<file path="src/rtl/opll_bus_capture.sv">
// OPLL register-write bus capture: synchronizes the asynchronous CPU bus,
// pairs address/data writes into events and queues them in a show-ahead
// FIFO together with the cycle delta since the previous event.
module opll_bus_capture #(
  parameter int unsigned FIFO_DEPTH  = 16,
  parameter int unsigned SYNC_STAGES = 2,
  parameter int unsigned DELTA_W     = 16
) (
  input  logic                          i_XIN_EMUCLK,
  input  logic                          i_IC_n,
  input  logic                          i_CS_n,
  input  logic                          i_WR_n,
  input  logic                          i_A0,
  input  logic [7:0]                    i_D,
  input  logic                          i_READY,
  output logic                          o_VALID,
  output logic [7:0]                    o_ADDR,
  output logic [7:0]                    o_DATA,
  output logic [DELTA_W-1:0]            o_DELTA,
  output logic [$clog2(FIFO_DEPTH):0]   o_COUNT,
  output logic                          o_OVF,
  output logic                          o_ORPHAN
);

  localparam int unsigned PTR_W  = $clog2(FIFO_DEPTH);
  localparam int unsigned CNT_W  = PTR_W + 1;
  localparam int unsigned ENT_W  = 16 + DELTA_W;
  localparam int unsigned FILL_W = $clog2(SYNC_STAGES + 1);

  localparam logic [0:0] ST_IDLE      = 1'b0;
  localparam logic [0:0] ST_HAVE_ADDR = 1'b1;

  // synchronizer chains; the last stage is the only copy used downstream
  logic [SYNC_STAGES-1:0] cs_sync;
  logic [SYNC_STAGES-1:0] wr_sync;
  logic [SYNC_STAGES-1:0] a0_sync;
  logic [7:0]             d_sync [SYNC_STAGES];

  // strobe edge detection
  logic [FILL_W-1:0] fill_q;
  logic              pipe_live_c;
  logic              strobe_act_c;
  logic              prev_act_q;
  logic              detect_c;
  logic              wr_stb_q;
  logic              wr_a0_q;
  logic [7:0]        wr_d_q;

  // pairing FSM
  logic [0:0] state_q, state_d;
  logic [7:0] addr_q, addr_d;
  logic       push_c;
  logic       orphan_c;

  // FIFO and counters
  logic [ENT_W-1:0]   mem [FIFO_DEPTH];
  logic [PTR_W-1:0]   wr_ptr_q;
  logic [PTR_W-1:0]   rd_ptr_q;
  logic [CNT_W-1:0]   count_q;
  logic [DELTA_W-1:0] delta_q;
  logic               ovf_q;
  logic               orphan_q;
  logic               valid_c;
  logic               full_c;
  logic               pop_c;
  logic               push_ok_c;
  logic [ENT_W-1:0]   head_c;

  // bus input synchronizers, held at idle bus values in reset
  always_ff @(posedge i_XIN_EMUCLK or negedge i_IC_n) begin
    if (!i_IC_n) begin
      cs_sync <= '1;
      wr_sync <= '1;
      a0_sync <= '0;
      for (int i = 0; i < int'(SYNC_STAGES); i++) d_sync[i] <= '0;
    end else begin
      cs_sync   <= {cs_sync[SYNC_STAGES-2:0], i_CS_n};
      wr_sync   <= {wr_sync[SYNC_STAGES-2:0], i_WR_n};
      a0_sync   <= {a0_sync[SYNC_STAGES-2:0], i_A0};
      d_sync[0] <= i_D;
      for (int i = 1; i < int'(SYNC_STAGES); i++) d_sync[i] <= d_sync[i-1];
    end
  end

  // the chain only reflects real pin samples once it has refilled after reset;
  // until then the previous-strobe flag is forced active so a strobe already
  // held at reset release never looks like a fresh falling edge
  assign pipe_live_c  = (fill_q == FILL_W'(SYNC_STAGES));
  assign strobe_act_c = ~cs_sync[SYNC_STAGES-1] & ~wr_sync[SYNC_STAGES-1];
  assign detect_c     = pipe_live_c & strobe_act_c & ~prev_act_q;

  // one registered write event per strobe, with A0/D captured at detection
  always_ff @(posedge i_XIN_EMUCLK or negedge i_IC_n) begin
    if (!i_IC_n) begin
      fill_q     <= '0;
      prev_act_q <= 1'b1;
      wr_stb_q   <= 1'b0;
      wr_a0_q    <= 1'b0;
      wr_d_q     <= '0;
    end else begin
      if (!pipe_live_c) fill_q <= fill_q + FILL_W'(1);
      prev_act_q <= pipe_live_c ? strobe_act_c : 1'b1;
      wr_stb_q   <= detect_c;
      if (detect_c) begin
        wr_a0_q <= a0_sync[SYNC_STAGES-1];
        wr_d_q  <= d_sync[SYNC_STAGES-1];
      end
    end
  end

  // pairing FSM state and address latch
  always_ff @(posedge i_XIN_EMUCLK or negedge i_IC_n) begin
    if (!i_IC_n) begin
      state_q <= ST_IDLE;
      addr_q  <= '0;
    end else begin
      state_q <= state_d;
      addr_q  <= addr_d;
    end
  end

  // address writes (re)load the latch; data writes push only with an address held
  always_comb begin
    state_d  = state_q;
    addr_d   = addr_q;
    push_c   = 1'b0;
    orphan_c = 1'b0;
    if (wr_stb_q) begin
      if (!wr_a0_q) begin
        addr_d  = wr_d_q;
        state_d = ST_HAVE_ADDR;
      end else if (state_q == ST_HAVE_ADDR) begin
        push_c = 1'b1;
      end else begin
        orphan_c = 1'b1;
      end
    end
  end

  assign valid_c   = (count_q != '0);
  assign full_c    = (count_q == CNT_W'(FIFO_DEPTH));
  assign pop_c     = valid_c & i_READY;
  assign push_ok_c = push_c & (~full_c | pop_c);

  // FIFO pointers, occupancy, sticky flags and the inter-event delta counter
  always_ff @(posedge i_XIN_EMUCLK or negedge i_IC_n) begin
    if (!i_IC_n) begin
      wr_ptr_q <= '0;
      rd_ptr_q <= '0;
      count_q  <= '0;
      delta_q  <= '0;
      ovf_q    <= 1'b0;
      orphan_q <= 1'b0;
    end else begin
      if (push_ok_c) wr_ptr_q <= wr_ptr_q + PTR_W'(1);
      if (pop_c)     rd_ptr_q <= rd_ptr_q + PTR_W'(1);
      if (push_ok_c && !pop_c)      count_q <= count_q + CNT_W'(1);
      else if (!push_ok_c && pop_c) count_q <= count_q - CNT_W'(1);
      if (push_c && !push_ok_c) ovf_q    <= 1'b1;
      if (orphan_c)             orphan_q <= 1'b1;
      if (push_c)                delta_q <= DELTA_W'(1);
      else if (delta_q != '1)    delta_q <= delta_q + DELTA_W'(1);
    end
  end

  // event storage; contents are qualified by occupancy so no reset is needed
  always_ff @(posedge i_XIN_EMUCLK) begin
    if (push_ok_c) mem[wr_ptr_q] <= {addr_q, wr_d_q, delta_q};
  end

  assign head_c   = valid_c ? mem[rd_ptr_q] : '0;
  assign o_VALID  = valid_c;
  assign o_ADDR   = head_c[ENT_W-1 -: 8];
  assign o_DATA   = head_c[DELTA_W +: 8];
  assign o_DELTA  = head_c[DELTA_W-1:0];
  assign o_COUNT  = count_q;
  assign o_OVF    = ovf_q;
  assign o_ORPHAN = orphan_q;

endmodule

</file>
<file path="config.mk">
export PLATFORM = sky130hd
export DESIGN_NAME = opll_bus_capture
export DESIGN_NICKNAME = d
export VERILOG_FILES = /design/src/rtl/opll_bus_capture.sv
export SDC_FILE = /design/constraint.sdc
export NUM_CORES = 1
export LEC_CHECK = 0
export BUFFER_PORTS_ARGS = -buffer_cell sky130_fd_sc_hd__buf_2
export CAP_MARGIN = 20
export CORE_AREA = 5 5 153 265
export CTS_BUF_LIST = sky130_fd_sc_hd__clkbuf_8 sky130_fd_sc_hd__clkbuf_16
export DETAILED_ROUTE_END_ITERATION = 12
export DIE_AREA = 0 0 158 270
export GPL_ROUTABILITY_DRIVEN = 0
export PLACE_DENSITY = 0.83
export SLEW_MARGIN = 20
export SYNTH_ARGS = -nofsm -noshare
export SYNTH_HDL_FRONTEND = slang
export SYNTH_SLANG_ARGS = --single-unit
</file>
<file path="constraint.sdc">
create_clock -name i_XIN_EMUCLK -period 12 [get_ports i_XIN_EMUCLK]
set_clock_uncertainty 0.05 [all_clocks]
set_input_delay 2.4 -clock i_XIN_EMUCLK [delete_from_list [all_inputs] [get_ports i_XIN_EMUCLK]]
set_output_delay 2.4 -clock i_XIN_EMUCLK [all_outputs]
set_load 0.01 [all_outputs]
</file>
Yosys cells after proc, flatten, opt, wreduce, memory -nomap -nowiden --
Memory sizes are Yosys's and may differ from the RTL's. Cells that the tools add are included.
Storage, ports and cells: memory bits (writable) 512, output and inout port bits 40, memories 1, input bits 14, register bits 75, logic and storage cells 62
Memories:
- mem | depth 16, width 32, read ports 1, clocked after Yosys merged registers in 0, wr ports 1, RTL line 56 | logic [ENT_W-1:0] mem [FIFO_DEPTH];
Cells by class: reduce and logical (&&, ||, !) cells 9, equal/unequal tests 3, bitwise operators 11, multiplexer cells 14, add/sub/neg operators 6
Operators with widths (number):
- two-way mux 16 bit | 2
- two-way mux 32 bit | 1
- adder 16 x 1 -> 16 bit (second input constant) | 1
- != test 16 bit (second input constant) | 1
- two-way mux 5 bit | 2
- two-way mux 1 bit | 9
- adder 4 x 1 -> 4 bit (second input constant) | 2
- adder 5 x 1 -> 5 bit (second input constant) | 1
- AND 1 bit | 5
- == test 5 bit (second input constant) | 1
- inverter 1 bit | 5
- nonzero test 5 bit | 1
- subtractor 5 x 1 -> 5 bit (second input constant) | 1
- nonzero test 2 bit | 2
- logical AND 1 bit | 3
- adder 2 x 1 -> 2 bit (second input constant) | 1
- == test 2 bit (second input constant) | 1
- zero test 1 bit | 2
- AND reduction 2 bit | 1
- OR 1 bit | 1

Depth between registers and ports, before layout --
Gate-level depths: netlist of run 1.
depth in word-level cells 8, mapped depth 9, gate-level depth less buffers 9

Worst setup path after synthesis of run 1 --
Ideal clock, no wire load.
path kind input to register, start in i_READY, end mem mem[3][0] in the netlist's numbering (enable), required time 11.489 ns, library setup time 0.461 ns, setup slack 6.340 ns, arrival time 5.149 ns, buffers on the path 0, stages 4, path through inv_1 > a31oi_2 > nand2_1 > nor3_1
On the way: word-level cells in the longest chain between the ends 5
Ends and longest elaborated chain:
- start: declaration | RTL line 15 | input logic i_READY,
- AND 1 bit | RTL line 142 | assign pop_c = valid_c & i_READY;
- OR 1 bit | RTL line 143 | assign push_ok_c = push_c & (~full_c | pop_c);
- AND 1 bit | RTL line 143
- via push_ok_c | RTL line 66 | logic push_ok_c;
- two-way mux 1 bit | RTL line 168 | if (push_ok_c) mem[wr_ptr_q] <= {addr_q, wr_d_q, delta_q};
- two-way mux 1 bit (implied by the code) | RTL line 168
- end: declaration | RTL line 56
The timed path passes the listed nets, and every way through them passes these cells.

Final worst setup path of run 1 --
start reg rd_ptr_q[0], end out o_DELTA[15]
On the way: word-level cells in the longest chain between the ends 2
Ends and longest elaborated chain:
- start: declaration | RTL line 58 | logic [PTR_W-1:0] rd_ptr_q;
- start signal: assignment | RTL line 156 | if (pop_c) rd_ptr_q <= rd_ptr_q + PTR_W'(1);
- memory (16 x 32 bit)
- two-way mux 32 bit | RTL line 171 | assign head_c = valid_c ? mem[rd_ptr_q] : '0;
- end: declaration | RTL line 19 | output logic [DELTA_W-1:0] o_DELTA,
No other way between the ends.

==> results of run 1 <==
[placed cells by master, fill, tap and decap left out, drive strengths merged, types with 4 or more instances in the layout]
cell type  Yosys  layout
a21oi          7       7
a221o         32      32
and3           4       4
buf           23      78
bufinv         0       9
clkbuf        29      50
clkinv         0      16
clkinvlp       0       7
dfrtp         70      70
dfstp          5       5
edfxtp       512     512
ha            11      11
inv           11      14
mux2          50      50
mux4         128     128
nand2         17      17
nand2b         5       5
nand3         10      10
nand4          5       5
nor2          22      22
nor2b         34      34
nor3           7       7
o21ai         12      12
or3            4       4
or4            4       4
xnor2          7       7
xor2           6       6
[power breakdown]
group / switching [W] / internal, W / leakage, nW
sequential: 0.000252 / 0.00241 / 5.55
clock: 0.000712 / 0.000947 / 0.808
combinational: 0.000710 / 0.000735 / 1.95
total: 0.00167 / 0.00409 / 8.31
[kinds of logic (layout without fill, tap and decap cells)]
kind of cell,after synthesis,after routing,synth area share (%)
adders and majority gates,12,12,0.6971
DFF,587,587,76.31
AOI/OAI and AO/OA,75,75,2.755
xor gates and xnor gates,13,13,0.5035
and+or+nand+nor,119,119,2.855
muxes,179,179,15.30
buffers and inverters,63,174,1.582
[path summary, 6_finish.rpt]
path / slack, ps / from / endpoint / cells after the start
max in group asynchronous: 9110 / i_IC_n / rd_ptr_q[1] / 2
min: 300 / d_sync[12] / d_sync[4] / 0
min reg2reg: 300 / d_sync[12] / d_sync[4] / 0
max reg2reg: 8820 / o_COUNT[1] / o_COUNT[4] / 9
max: 5600 / rd_ptr_q[0] / o_DELTA[15] / 5
min in group asynchronous: 1740 / i_IC_n / d_sync[6] / 1
[synthesized netlist by cell type, types with 2 or more instances]
master,number
sky130_fd_sc_hd__o211ai_1,2
sky130_fd_sc_hd__clkbuf_1,29
sky130_fd_sc_hd__buf_12,4
sky130_fd_sc_hd__nor2b_1,34
sky130_fd_sc_hd__dfstp_2,5
sky130_fd_sc_hd__nand2_1,17
sky130_fd_sc_hd__mux2_2,50
sky130_fd_sc_hd__o31ai_1,2
sky130_fd_sc_hd__mux4_2,127
sky130_fd_sc_hd__xor2_1,6
sky130_fd_sc_hd__or4_1,4
sky130_fd_sc_hd__buf_6,4
sky130_fd_sc_hd__nand2b_1,5
sky130_fd_sc_hd__edfxtp_1,512
sky130_fd_sc_hd__xnor2_1,7
sky130_fd_sc_hd__a21oi_1,7
sky130_fd_sc_hd__dfrtp_1,70
sky130_fd_sc_hd__ha_1,11
sky130_fd_sc_hd__and3_1,4
sky130_fd_sc_hd__buf_2,12
sky130_fd_sc_hd__o21ai_0,8
sky130_fd_sc_hd__inv_1,10
sky130_fd_sc_hd__o311ai_0,2
sky130_fd_sc_hd__nor2_1,22
sky130_fd_sc_hd__a221o_1,32
sky130_fd_sc_hd__o2111ai_1,3
sky130_fd_sc_hd__or3_1,4
sky130_fd_sc_hd__o41ai_1,3
sky130_fd_sc_hd__nor3_1,7
sky130_fd_sc_hd__nand3_1,10
sky130_fd_sc_hd__o21ai_1,4
sky130_fd_sc_hd__buf_1,2
sky130_fd_sc_hd__nand4_1,5
sky130_fd_sc_hd__and2_1,2
[sequential cells by signal (all words and copies together), names as in the netlist, 2 cells and up]
register and cells:
addr_q 8, delta_q 16, mem 512, rd_ptr_q 4, fill_q 2, cs_sync 2
o_COUNT 5, wr_sync 2, d_sync 16, wr_d_q 8, wr_ptr_q 4, a0_sync 2
[per-stage QoR]
stage	hold slack, ps	setup WS, ps	utilization [%]	instance area, um^2	power [W]
5_1_grt	308.7	5277	66.01	25190	0.005992
4_1_cts	300.1	5466	65.99	25180	0.005798
6_report	300.1	5600	66.01	25190	0.005762
3_5_place_dp	284.7	6085	61.63	23520	0.004137
3_3_place_gp	282.0	6126	61.63	23520	0.004084
2_1_floorplan	281.2	6340	-	22620	0.003679
[layout make-up]
class	count	area, um^2	area share [%]
repair buffers	78	455.4	1.808
multi-input cells	398	5155	20.47
inverters	11	41.29	0.1639
clock buffers	50	1240	4.923
well taps	485	606.8	2.409
clock inverters	35	421.7	1.674
flip-flops and latches	587	17270	68.55
[routing by layer]
layer  vias to the layer above  GRT usage, %
met1                      5828         30.12
met3                       154         3.832
met2                       677         42.30
li1                       4476             -
met5                         -             0
met4                         0         9.526
[critical path, delay by kind of cell (launching register included)]
kind                   cells  cell delay (ps)
buffers and inverters      2              920
flip-flops                 1             1090
multiplexers               2              890
AO/OA/AOI/OAI              1              400
==> impl_results.rst, run 1 <==
.. list-table::
   :header-rows: 1

   * - Metric
     - Value
   * - Critical Path AT
     - approximately 4000 ps
   * - TritonCTS Buffers
     - 48
   * - Worst hold path class
     - flop to flop
   * - Final-layout setup total negative slack
     - 0 ps
   * - Max-slew headroom
     - 29.27%
   * - Largest fanout of any net on the critical path
     - 50
   * - Top cell type's share of synthesized area
     - roughly 70%
   * - First-pass GRT wire length
     - about 75 mm
   * - Root Buffer
     - sky130_fd_sc_hd__clkbuf_16
   * - Count of instances resized after the clock tree is built
     - 0
   * - Total routing resource utilization after global routing
     - about a quarter
   * - Share of flip-flops with an asynchronous set or reset
     - 12.78%
   * - CP startpoint kind
     - flop
   * - Floorplan row count
     - 95
   * - Iteration-0 DRC Markers
     - 1375
   * - Total core area
     - between 30000 and 40000 um^2
   * - Final std cells w/o fill
     - 1644
   * - Combined area of all synthesized cells
     - between 20000 and 25000 um^2
   * - Initial core utilization
     - a little under 60%
   * - Kind of end point of the critical path
     - primary output
   * - Fraction of final layout cells sized beyond drive strength 1
     - between 30% and 40%
   * - Slowest cell on the critical path
     - sky130_fd_sc_hd__dfrtp_4
   * - Proportion of synthesized chip area in sequential cells
     - approximately 76%
   * - Mapped Cells
     - roughly 1000
   * - Clock-pin slew on the worst setup and hold paths
     - about 70 ps
   * - Met2 routed wirelength
     - between 20 and 30 mm
   * - Aggregate global routing overflow
     - 0
   * - Top cells by area in the synthesized netlist
     - sky130_fd_sc_hd__edfxtp_1 (68%), sky130_fd_sc_hd__mux4_2 (13%), sky130_fd_sc_hd__dfrtp_1 (7.7%), sky130_fd_sc_hd__mux2_2 (2.5%), sky130_fd_sc_hd__a221o_1 (1.4%)
   * - Deepest clock path buffer count
     - 3
   * - Clock latency of the later-clocked register in the worst-skew pair
     - 570 ps
   * - Maxcap violations
     - 0
   * - Antenna-violating nets left
     - 0
   * - Static Leak
     - ~8.3 nW
   * - Setup fix buffers added after clock tree synthesis
     - 0
   * - Power density of the placed cells
     - approximately 230 nW/um^2
   * - Die Width
     - 158 um
   * - Post-DR wirelength/cell
     - roughly 31 um
   * - Path type of the worst setup path
     - flop to primary output
   * - Sinks on the clock net
     - between 500 and 600
   * - Final layout net count
     - 1150
   * - Area Overhead vs Synth
     - 11.37%
   * - Number of levels the H-tree was split into
     - 2
   * - Mean instance size in the synthesized netlist
     - 21.58 um^2
   * - Antenna violations before repair
     - 0
   * - Worst Tran Pin Value
     - around 1100 ps
   * - Outcome
     - complete, no violations
   * - Primary flip-flop cell chosen by synthesis mapping
     - sky130_fd_sc_hd__edfxtp_1
   * - Hold violation total from the final report
     - 0
   * - Die Span Y
     - around 270 um
   * - Number of distinct library cells after synthesis
     - 56
   * - Achievable clock frequency
     - approximately 0.16 GHz
   * - Number of input and output port buffers inserted
     - 53
   * - Detail Placement HPWL
     - around 24 mm
   * - Setup repair after global routing missed its margin
     - no
   * - DRC violation count after routing
     - 0
   * - Vias per std cell
     - 6.773
   * - Final Slew Violations
     - 0
   * - Met3 layer wire length in the routed design
     - between 4 and 5 mm
   * - Final period demand of the worst path
     - between 6000 and 7000 ps
   * - Syn Nets
     - 1074
   * - # hold bufs at CTS
     - 0
   * - Post-synth top area cell
     - sky130_fd_sc_hd__edfxtp_1
   * - Die footprint
     - ~43000 um^2
   * - Total Routed Length
     - around 50 mm
   * - Share of the clock period used by the worst path after layout
     - 53.34%
   * - Cells after DPL
     - 1559
   * - Critical Path, Cell by Cell
     - buf_4 -> mux4_2 -> mux2_2 -> a221o_1 -> buf_2
   * - CTS tree
     - done
   * - Register bit count reported by yosys
     - just under 600
   * - Largest net degree at the start of global routing
     - 65
   * - Setup violations, final
     - 0
   * - Routed length on met1
     - 16.60 mm
   * - DR top layer
     - met4
   * - Layout filler cell count
     - between 2000 and 2500
   * - Largest stage delay on the critical path
     - 1090 ps
   * - Vias in the first global route
     - about 12000
   * - Worst EP required
     - 9550 ps
   * - Total number of yosys warnings
     - 0
   * - VDD IR max
     - between 200 and 250 uV
   * - # diodes
     - 0
   * - First-pass detailed-route iteration total
     - 6
   * - I/O Pins
     - 54
   * - Routed vias
     - between 10000 and 15000
   * - Number of enable-type register cells in the synthesized netlist
     - 512
(Power assumes the default switching activity.)
==> run 2: changes to the inputs <==
==> constraint.sdc (replaced) <==
create_clock -name i_XIN_EMUCLK -period 6.6 [get_ports i_XIN_EMUCLK]
set_clock_uncertainty 0.05 [all_clocks]
set_input_delay 1.32 -clock i_XIN_EMUCLK [delete_from_list [all_inputs] [get_ports i_XIN_EMUCLK]]
set_output_delay 1.32 -clock i_XIN_EMUCLK [all_outputs]
set_load 0.01 [all_outputs]
==> impl_results.rst, run 2 (synthesis results as in run 1) <==
.. list-table::
   :header-rows: 1

   * - Metric
     - Value
   * - Number of input and output port buffers inserted
     - 53
   * - Floorplan row count
     - 95
   * - Maxcap violations
     - 0
   * - Post-placement setup slack
     - ~2300 ps
   * - Sequential cell area
     - roughly 17000 um^2
   * - Aggregate global routing overflow
     - 0
   * - I/O Pins
     - 54
   * - Clock-pin slew on the worst setup and hold paths
     - roughly 70 ps
   * - Vias in the first global route
     - approximately 12000
   * - # hold bufs at CTS
     - 0
   * - Area Overhead vs Synth
     - 10.94%
   * - Post-DR wirelength/cell
     - a little under 30 um
   * - Largest net degree at the start of global routing
     - 76
   * - Flop-to-flop setup slack
     - 3390 ps
   * - Final layout net count
     - 1150
   * - Max-slew headroom
     - ~29%
   * - Largest stage delay on the critical path
     - about 900 ps
   * - Clock network fraction of design power
     - a little over a quarter
   * - First-pass GRT wire length
     - 72.47 mm
   * - Setup repair after global routing missed its margin
     - no
   * - Static Leak
     - about 8.4 nW
   * - TritonCTS Buffers
     - 47
   * - Total routing resource utilization after global routing
     - a little under a quarter
   * - Largest registers ranked by flip-flop count
     - mem: 512 flops, d_sync: 16 flops, delta_q: 16 flops
   * - Min-Delay Endpoint
     - d_sync[3]
   * - Worst hold path class
     - flop to flop
   * - Clock latency of the later-clocked register in the worst-skew pair
     - approximately 570 ps
   * - Switching part of the total
     - 28.95%
   * - Setup violations, final
     - 0
   * - Number of levels the H-tree was split into
     - 2
   * - Outcome
     - complete, no violations
   * - Power density of the placed cells
     - between 400 and 500 nW/um^2
   * - Antenna violations before repair
     - 0
   * - Psw
     - 0.002939 W
   * - VDD IR max
     - 337.3 uV
   * - Vias per std cell
     - about 6.6
   * - Iteration-0 DRC Markers
     - between 1000 and 1500
   * - Endpoint of the worst register-to-register path
     - o_COUNT[4]
   * - Share of the clock period used by the worst path after layout
     - about three quarters
   * - Fraction of final layout cells sized beyond drive strength 1
     - between 30% and 40%
   * - Die footprint
     - between 40000 and 50000 um^2
   * - Initial core utilization
     - 59.27%
   * - Detail Placement HPWL
     - 24.74 mm
   * - Hold Path Cell Cnt
     - 0
   * - Critical Path AT
     - 3460 ps
   * - Layout filler cell count
     - approximately 2300
   * - Seq pwr share
     - between 40 and 50%
   * - Worst Tran Pin Value
     - ~1100 ps
   * - Die Width
     - 158 um
   * - Setup fix buffers added after clock tree synthesis
     - 0
   * - Deepest clock path buffer count
     - 3
   * - Max reg flops
     - about 510
   * - Kind of end point of the critical path
     - primary output
   * - Beginning of the worst register-to-register path
     - o_COUNT[1]
   * - Final WS setup
     - about 1800 ps
   * - Critical Path, Cell by Cell
     - buf_4 -> mux4_2 -> mux2_2 -> a221o_1 -> buf_2
   * - Most common library cell in the layout ignoring fill and taps
     - sky130_fd_sc_hd__edfxtp_1
   * - Total core area
     - approximately 38000 um^2
   * - DRC violation count after routing
     - 0
   * - Antenna-violating nets left
     - 0
   * - CP Buf/Inv Count
     - 2
   * - CTS tree
     - done
   * - Internal
     - 0.007215 W
   * - Routed vias
     - roughly 11000
   * - Footprint of the multi-input gates
     - between 5000 and 6000 um^2
   * - Register containing the most flip-flops in the final layout
     - mem
   * - Hold violation total from the final report
     - 0
   * - CP startpoint kind
     - flop
   * - Post-layout utilization of the core
     - around two thirds
   * - # diodes
     - 0
   * - Total Routed Length
     - 47.62 mm
   * - Achievable clock frequency
     - 0.2069 GHz
   * - Number of cell instances on the worst register-to-register path
     - 9
   * - Final period demand of the worst path
     - ~4800 ps
   * - Highest-count cells in the layout ignoring fill and taps
     - sky130_fd_sc_hd__edfxtp_1 (512), sky130_fd_sc_hd__mux4_2 (127), sky130_fd_sc_hd__dfrtp_1 (67), sky130_fd_sc_hd__buf_2 (52), sky130_fd_sc_hd__mux2_2 (50)
   * - CP top delay family
     - flip-flops
   * - Sinks on the clock net
     - roughly 590
   * - Root Buffer
     - sky130_fd_sc_hd__clkbuf_16
   * - Slowest cell on the critical path
     - sky130_fd_sc_hd__dfrtp_4
   * - First-pass detailed-route iteration total
     - 5
   * - Final Slew Violations
     - 0
   * - Count of instances resized after the clock tree is built
     - 0
   * - Final-layout setup total negative slack
     - 0 ps
   * - Hold Path Origin
     - d_sync[11]
   * - Fraction of power consumed by combinational cells
     - between 20% and 30%
   * - Total power
     - 0.01015 W
   * - Die Span Y
     - about 270 um
   * - Worst EP required
     - 5230 ps
   * - Path type of the worst setup path
     - flop to primary output
   * - Largest fanout of any net on the critical path
     - 36
==> run 2: per-stage QoR <==
| stage | std cells | cell area [um^2] | hold WS (ps) |
|---|---|---|---|
| after floorplan | 1048 | 22620 | 281.2 |
| after global placement | 1559 | 23530 | 281.5 |
| after detailed placement | 1560 | 23560 | 285.5 |
| after CTS | 1646 | 25090 | 293.9 |
| after global routing | 1646 | 25090 | 295.6 |
| final | 1646 | 25090 | 285.1 |
==> run 2: power by group through the flow <==
stage          Combinational (W)  Sequential, W  Clock [W]
6_report                 0.00249        0.00490    0.00276
5_1_grt                  0.00267        0.00495    0.00297
4_1_cts                  0.00254        0.00491    0.00279
3_5_place_dp             0.00250        0.00498          0
3_3_place_gp             0.00243        0.00495          0
2_1_floorplan            0.00201        0.00463          0
==> run 2: worst max path at each step <==
stage                      startpoint     endpoint  slack, ps  depth (start not counted)
after floorplan               i_READY    mem[3][0]       2020                          4
after global placement    rd_ptr_q[3]  o_DELTA[15]       2310                          5
after detailed placement  rd_ptr_q[0]  o_DELTA[15]       2330                          5
after CTS                 rd_ptr_q[0]  o_DELTA[15]       1690                          5
after global routing      rd_ptr_q[0]  o_DELTA[15]       1550                          5
final                     rd_ptr_q[0]  o_DELTA[15]       1770                          5
==> run 2: area by class of cell <==
class | instances | share of cell area [%]
clock buffer | 59 | 5.391
clock inverter | 27 | 0.6882
inverter | 11 | 0.1646
multi-input combinational | 398 | 20.55
sequential | 587 | 68.83
tap | 485 | 2.419
timing repair buffer | 79 | 1.960
==> run 2: routing by layer <==
layer  vias up  wire [um]  track usage, %
met1      5738      16560           29.65
li1       4480          -               -
met3       113       3307           3.110
met2       514      26090           40.57
met5         -          0               0
met4         0       1662           7.863
